$ cat src/rtl/id_exe_stage.sv
// id_exe_stage: ID/EX pipeline register with MEM/WB operand forwarding, immediate select and load-use detect.
// Latency: 1 cycle from ID fields to ALU-facing outputs; forwarding muxes and hazard_stall are combinational.
// Backpressure: no handshake; freeze holds the stage (operands keep tracking forwards), flush inserts a bubble.
module id_exe_stage #(
    parameter int WORD_LEN     = 32,
    parameter int REG_ADDR_LEN = 5,
    parameter int EXE_CMD_LEN  = 4,
    parameter bit FORWARD_EN   = 1'b1
) (
    input  logic                    clk,
    input  logic                    rst,
    input  logic                    freeze,
    input  logic                    flush,
    input  logic                    in_valid,
    input  logic [REG_ADDR_LEN-1:0] src1_in,
    input  logic [REG_ADDR_LEN-1:0] src2_in,
    input  logic [REG_ADDR_LEN-1:0] dest_in,
    input  logic [WORD_LEN-1:0]     reg1_in,
    input  logic [WORD_LEN-1:0]     reg2_in,
    input  logic [WORD_LEN-1:0]     imm_in,
    input  logic                    is_imm_in,
    input  logic [EXE_CMD_LEN-1:0]  exe_cmd_in,
    input  logic                    mem_read_in,
    input  logic                    mem_write_in,
    input  logic                    wb_en_in,
    input  logic [REG_ADDR_LEN-1:0] id_src1,
    input  logic [REG_ADDR_LEN-1:0] id_src2,
    input  logic                    id_src2_used,
    input  logic                    mem_fwd_en,
    input  logic [REG_ADDR_LEN-1:0] mem_fwd_dest,
    input  logic [WORD_LEN-1:0]     mem_fwd_val,
    input  logic                    wb_fwd_en,
    input  logic [REG_ADDR_LEN-1:0] wb_fwd_dest,
    input  logic [WORD_LEN-1:0]     wb_fwd_val,
    output logic [WORD_LEN-1:0]     val1,
    output logic [WORD_LEN-1:0]     val2,
    output logic [EXE_CMD_LEN-1:0]  EXE_CMD,
    output logic [WORD_LEN-1:0]     st_val,
    output logic [REG_ADDR_LEN-1:0] dest,
    output logic                    mem_read,
    output logic                    mem_write,
    output logic                    wb_en,
    output logic                    valid,
    output logic                    hazard_stall
);

    // Everything the stage holds for one instruction; an all-zero value is a harmless bubble.
    typedef struct packed {
        logic                    valid;
        logic [REG_ADDR_LEN-1:0] src1;
        logic [REG_ADDR_LEN-1:0] src2;
        logic [REG_ADDR_LEN-1:0] dest;
        logic [WORD_LEN-1:0]     reg1;
        logic [WORD_LEN-1:0]     reg2;
        logic [WORD_LEN-1:0]     imm;
        logic                    is_imm;
        logic [EXE_CMD_LEN-1:0]  exe_cmd;
        logic                    mem_read;
        logic                    mem_write;
        logic                    wb_en;
    } stage_t;

    stage_t stage_q;
    stage_t stage_d;
    stage_t load_val;

    logic                mem_hit1;
    logic                mem_hit2;
    logic                wb_hit1;
    logic                wb_hit2;
    logic [WORD_LEN-1:0] fwd1;
    logic [WORD_LEN-1:0] fwd2;
    logic                src_match;
    logic                producer;

    // Register 0 is hard-wired zero, so a "write" to it must never be forwarded.
    assign mem_hit1 = FORWARD_EN && mem_fwd_en && (mem_fwd_dest == stage_q.src1) && (stage_q.src1 != '0);
    assign mem_hit2 = FORWARD_EN && mem_fwd_en && (mem_fwd_dest == stage_q.src2) && (stage_q.src2 != '0);
    assign wb_hit1  = FORWARD_EN && wb_fwd_en  && (wb_fwd_dest  == stage_q.src1) && (stage_q.src1 != '0);
    assign wb_hit2  = FORWARD_EN && wb_fwd_en  && (wb_fwd_dest  == stage_q.src2) && (stage_q.src2 != '0);

    // Operand forwarding: MEM holds the younger result so it wins over WB.
    always_comb begin
        fwd1 = stage_q.reg1;
        fwd2 = stage_q.reg2;
        if (mem_hit1) begin
            fwd1 = mem_fwd_val;
        end else if (wb_hit1) begin
            fwd1 = wb_fwd_val;
        end
        if (mem_hit2) begin
            fwd2 = mem_fwd_val;
        end else if (wb_hit2) begin
            fwd2 = wb_fwd_val;
        end
    end

    // Snapshot of the ID-stage fields for a normal load.
    always_comb begin
        load_val           = '0;
        load_val.valid     = 1'b1;
        load_val.src1      = src1_in;
        load_val.src2      = src2_in;
        load_val.dest      = dest_in;
        load_val.reg1      = reg1_in;
        load_val.reg2      = reg2_in;
        load_val.imm       = imm_in;
        load_val.is_imm    = is_imm_in;
        load_val.exe_cmd   = exe_cmd_in;
        load_val.mem_read  = mem_read_in;
        load_val.mem_write = mem_write_in;
        load_val.wb_en     = wb_en_in;
    end

    // Next-state select: flush beats freeze; a held instruction re-captures its forwarded
    // operands every cycle so a producer that retires during the freeze is not lost.
    always_comb begin
        stage_d = stage_q;
        if (flush) begin
            stage_d = '0;
        end else if (freeze) begin
            stage_d.reg1 = fwd1;
            stage_d.reg2 = fwd2;
        end else if (!in_valid) begin
            stage_d = '0;
        end else begin
            stage_d = load_val;
        end
    end

    // Stage register with synchronous reset to a bubble.
    always_ff @(posedge clk) begin
        if (rst) begin
            stage_q <= '0;
        end else begin
            stage_q <= stage_d;
        end
    end

    // Load-use detect; without forwarding any pending write to a needed register must stall.
    always_comb begin
        src_match    = (id_src1 == stage_q.dest) || (id_src2_used && (id_src2 == stage_q.dest));
        producer     = stage_q.mem_read || (!FORWARD_EN && stage_q.wb_en);
        hazard_stall = stage_q.valid && producer && (stage_q.dest != '0) && src_match;
    end

    assign val1      = fwd1;
    assign val2      = stage_q.is_imm ? stage_q.imm : fwd2;
    assign st_val    = fwd2;
    assign EXE_CMD   = stage_q.exe_cmd;
    assign dest      = stage_q.dest;
    assign mem_read  = stage_q.mem_read;
    assign mem_write = stage_q.mem_write;
    assign wb_en     = stage_q.wb_en;
    assign valid     = stage_q.valid;

endmodule

$ cat config.mk
export PLATFORM = sky130hd
export DESIGN_NAME = id_exe_stage
export DESIGN_NICKNAME = d
export VERILOG_FILES = /design/src/rtl/id_exe_stage.sv
export SDC_FILE = /design/constraint.sdc
export NUM_CORES = 1
export LEC_CHECK = 0
export BUFFER_PORTS_ARGS = -buffer_cell sky130_fd_sc_hd__buf_2
export CAP_MARGIN = 20
export CORE_ASPECT_RATIO = 0.75
export CORE_UTILIZATION = 51
export CTS_CLUSTER_DIAMETER = 50
export DETAILED_ROUTE_END_ITERATION = 10
export PLACE_DENSITY_LB_ADDON = 0.2
export SYNTH_ARGS = -nofsm -noshare
export SYNTH_HDL_FRONTEND = slang
export SYNTH_SLANG_ARGS = --single-unit
$ cat constraint.sdc
create_clock -name clk -period 2.9 [get_ports clk]
set_input_delay 0.145 -clock clk [delete_from_list [all_inputs] [get_ports clk]]
set_output_delay 0.145 -clock clk [all_outputs]
set_load 0.02 [all_outputs]
==> results.txt <==
----------------------------------------------------
[Clock network]
  Clock Sinks ... 120
  Bufs on Longest Clock Path ... 2
  Count of H-tree levels built during CTS ... 4
  Clock Latency Late Sink ... a little over 0.4 ns
  Total clock buffers created by CTS ... 17
  Clock root cell ... sky130_fd_sc_hd__clkbuf_16
  Clock tree from TritonCTS ... yes
  Clock-pin transition on the worst setup and hold timing paths ... 0.05 ns

[Synthesis]
  XOR/XNOR Fraction of Synth Area ... 3.379%
  Complex-gate fraction of the synthesized area ... 30.06%
  Sequential share of the synthesized area ... 34.33%
  Multiplexer share of the synthesized area ... under 10%
  Average footprint of a synthesized cell ... 8.462 µm²
  Count of yosys warnings during synthesis ... 0
  Dominant cell type by area after synthesis ... sky130_fd_sc_hd__dfxtp_1
  Simple-Gate Fraction of Synth Area ... 13.36%
  Largest family of logic cells by synthesized area ... compound AO/OA/AOI/OAI gates
  Area share of the leading cell type in the synthesized netlist ... 34.33%
  Post-Syn Instances ... 827
  Largest cells by area after synthesis ... sky130_fd_sc_hd__dfxtp_1 (34%), sky130_fd_sc_hd__a22oi_1 (9.3%), sky130_fd_sc_hd__mux2i_1 (9.2%)
  Post-Synthesis Net Count ... 1038
  Most instantiated flip-flop cell in the synthesis netlist ... sky130_fd_sc_hd__dfxtp_1
  Flip-flop and latch count after synthesis ... 120
  Synthesized-area fraction occupied by adder cells ... 0%
  Cell variety after synth ... 38
  Most instantiated cells after synthesis ... sky130_fd_sc_hd__nor2_1 (123), sky130_fd_sc_hd__dfxtp_1 (120), sky130_fd_sc_hd__a22oi_1 (87)
  Post-synthesis async set-or-reset flop share ... 0%
  Post-synth EDFFs ... 0
  Cell area after technology mapping ... approximately 7000 µm²
  Count leader, synth ... sky130_fd_sc_hd__nor2_1

[Finish]
  Ratio of cells with drive above 1 in the final layout ... 35.99%
  Filler-free cell count of the finished design ... 1404
  Synth-to-Final Area Change ... 47.38%
  Post-route cell area ... 10310 µm²
  Final nets ... 1432

[GRT]
  Initial antenna violation count ... 1
  GRT Total Usage ... 35.41%
  Maximum number of pins on one net before global-route repair ... 57
  Remaining Overflow, GRT ... 0
  Wire length of the first global-routing pass ... 38370 µm
  Vias in the first global route ... 7696

[Floorplan]
  Die outline width ... 137.3 µm
  Die H ... 103.4 µm
  Core Region ... 13200 µm²
  I/O pin count ... approximately 320
  Effective utilization at floorplan ... a little over half
  Site Rows ... 36
  Area of the die ... 14200 µm²

[Flow run]
  Number of violations of the max-capacitance limit ... 0

[Detailed routing]
  Total detailed-routing wirelength ... between 20000 and 30000 µm
  DR WL/cell ... 18.44 µm
  Mean number of vias per cell ... about 5.7
  DR pass1 iterations ... 5
  Residual antenna-violating net count after detailed routing ... 0
  First DRT Iteration DRCs ... between 500 and 600
  Via count ... just over 8k
  DRC violations left ... 0

[Placed design]
  Placed cell areas ... 8611 µm²
  Post-detailed-placement half-perimeter wirelength ... 16740 µm
  Placer Congestion ... 0.8598
  Placed insts ... about 1.3k
  Number of buffer cells added on primary ports ... between 300 and 400

[STA]
  Final-report hold violation count ... 0
  Final Hold Slack ... about 0.013 ns
  Post-route setup TNS ... 0 ns
  Minimum period implied by the final worst setup slack ... 2.828 ns
  Setup violations, final ... 0
  Final Cycle Share ... between 90% and 100%
  Final max-slew violation count ... 0
  Remaining max-slew budget at the tightest pin ... 48.81%
  Peak clock frequency supported by timing ... 353.6 MHz
  Clock skew after layout ... 0.01385 ns
  Measured slew at the worst slew-check pin ... 0.7679 ns
  RSZ-0062 raised after global routing ... false

[Setup path]
  Type of destination of the critical path ... output port
  Slowest stage delay, CP ... roughly 0.58 ns
  Worst reg2reg endpoint ... stage_q[93]$_SDFF_PP0_
  Worst path cell trace ... or4_1 -> a21oi_2 -> or3_4 -> nor2b_4 -> buf_4 -> a221oi_1 -> buf_2
  Critical Path AT ... 2.68 ns
  Cell family with the largest share of critical-path delay ... simple AND/OR/NAND/NOR gates
  Worst-case reg-to-reg path depth ... 7
  Buffering stage count on the worst path with inverters included ... 2
  Kind of launch point of the worst setup path ... register
  Critical path origin ... stage_q[113]$_SDFFE_PP0N_
  Worst reg2reg path startpoint ... stage_q[115]$_SDFFE_PP0N_
  Required time at the worst-slack endpoint ... 2.76 ns
  Kind of critical path ... reg2out
  Slack of the worst reg-to-reg path ... 0.47 ns
  Worst-path cell with the longest stage delay ... sky130_fd_sc_hd__or4_1
  Biggest fanout along the worst timing path ... 13

[Power and ir drop]
  Worst ir drop on vdd ... approximately 0.38 mV
  P_leak ... 4.464 nW
  Design Power ... 4.413 mW
  Power density cells ... 427.8 nW/µm²

[Worst hold path]
  Type of the tightest min-delay check ... in2reg
  Cell depth of the worst min-delay path ... 3
  Terminating pin of the worst hold path ... stage_q[25]$_SDFFE_PP0N_
  Worst hold path startpoint ... imm_in[17]

[Run status]
  Status ... complete, no violations

----------------------------------------------------
[routing by layer]
layer  wire (µm)  share of wire (%)  GRT usage (%)  vias up
li1            -                  -              -     3755
met1       10660                 41          43.81     3821
met2       12550                 48          60.30      448
met3        2235                8.6          7.700       40
met4         439                1.7          14.37        0
met5           0                  0              0        -
[layout make-up]
| type | count | area, µm² |
|---|---|---|
| Clock inverter | 10 | 105.1 |
| Clock buffer | 19 | 452.9 |
| Sequential cell | 120 | 2406 |
| Fill cell | 933 | 2884 |
| Tap cell | 171 | 214.0 |
| Antenna cell | 2 | 5.005 |
| Timing Repair Buffer | 455 | 2924 |
| Inverter | 65 | 244.0 |
| Multi-Input combinational cell | 562 | 3963 |
[cell usage in the layout (no fill, tap or decap), drive strengths merged]
master         n
clkbuf        19
nor2b          4
dlygate4sd3  112
nand2b         1
bufinv         2
nor4           2
a211oi         2
nand2         40
nor3          33
inv           65
xnor2         18
xor2           9
clkinvlp       2
clkinv         6
dfxtp        120
buf          343
a221oi        32
and2           1
diode          2
or4            3
a22oi         87
o211ai         1
or3            3
or2            1
o21ai         32
nor2         123
a21oi         67
nor4b          1
nand3          5
o221ai        32
mux2i         64
nand4          1
[registers in the layout, indices dropped and copies added (netlist names)]
name / flops
dest: 5
mem_read: 1
EXE_CMD: 4
wb_en: 1
valid: 1
mem_write: 1
stage_q: 107
[metrics by stage]
stage,worst slack [ns],util (%)
3_3_place_gp,0.4197,65.24
6_report,0.07203,78.15
4_1_cts,0.07956,78.11
2_1_floorplan,0.7026,-
3_5_place_dp,0.3648,65.24
5_1_grt,0.006712,78.13
[how the worst max path moves through the flow]
stage                     to  slack [ns]  cells past startpoint
detailed placement  val2[20]        0.36                      7
floorplan           val2[31]        0.70                      6
global placement    val2[20]        0.42                      7
CTS                 val2[31]        0.08                      7
global route         val2[3]       0.007                      7
finish              val2[31]        0.07                      7
[report_power, final]
group | switching, mW | internal [mW]
logic | 0.360 | 0.333
clock network | 0.730 | 1.28
registers | 0.0231 | 1.68
total | 1.11 | 3.30
[timing repair]
action                                  4_1_cts  5_1_grt
endpoints found under the setup margin       21        0
resized for setup                             1        0
buffers inserted                              1        0
hold buffers                                112        0
endpoints found under the hold margin       112        0
[worst reg2reg max path: cells and delay by family (launching register included)]
kind | cells | cell delay [ns]
and+or+nand+nor | 4 | 1.07
buffers and inverters | 2 | 0.62
DFF | 1 | 0.41
AOI/OAI and AO/OA | 1 | 0.17
[cells by family (layout without fill, tap and decap cells)]
kind of cell           Yosys count  count (layout)
AO/OA/AOI/OAI                  253             253
XOR/XNOR                        27              27
buffers and inverters          146             549
flip-flops                     120             120
multiplexers                    64              64
other                            0               2
AND/OR/NAND/NOR                217             218
No activity file was read; power rests on OpenSTA's default activity.
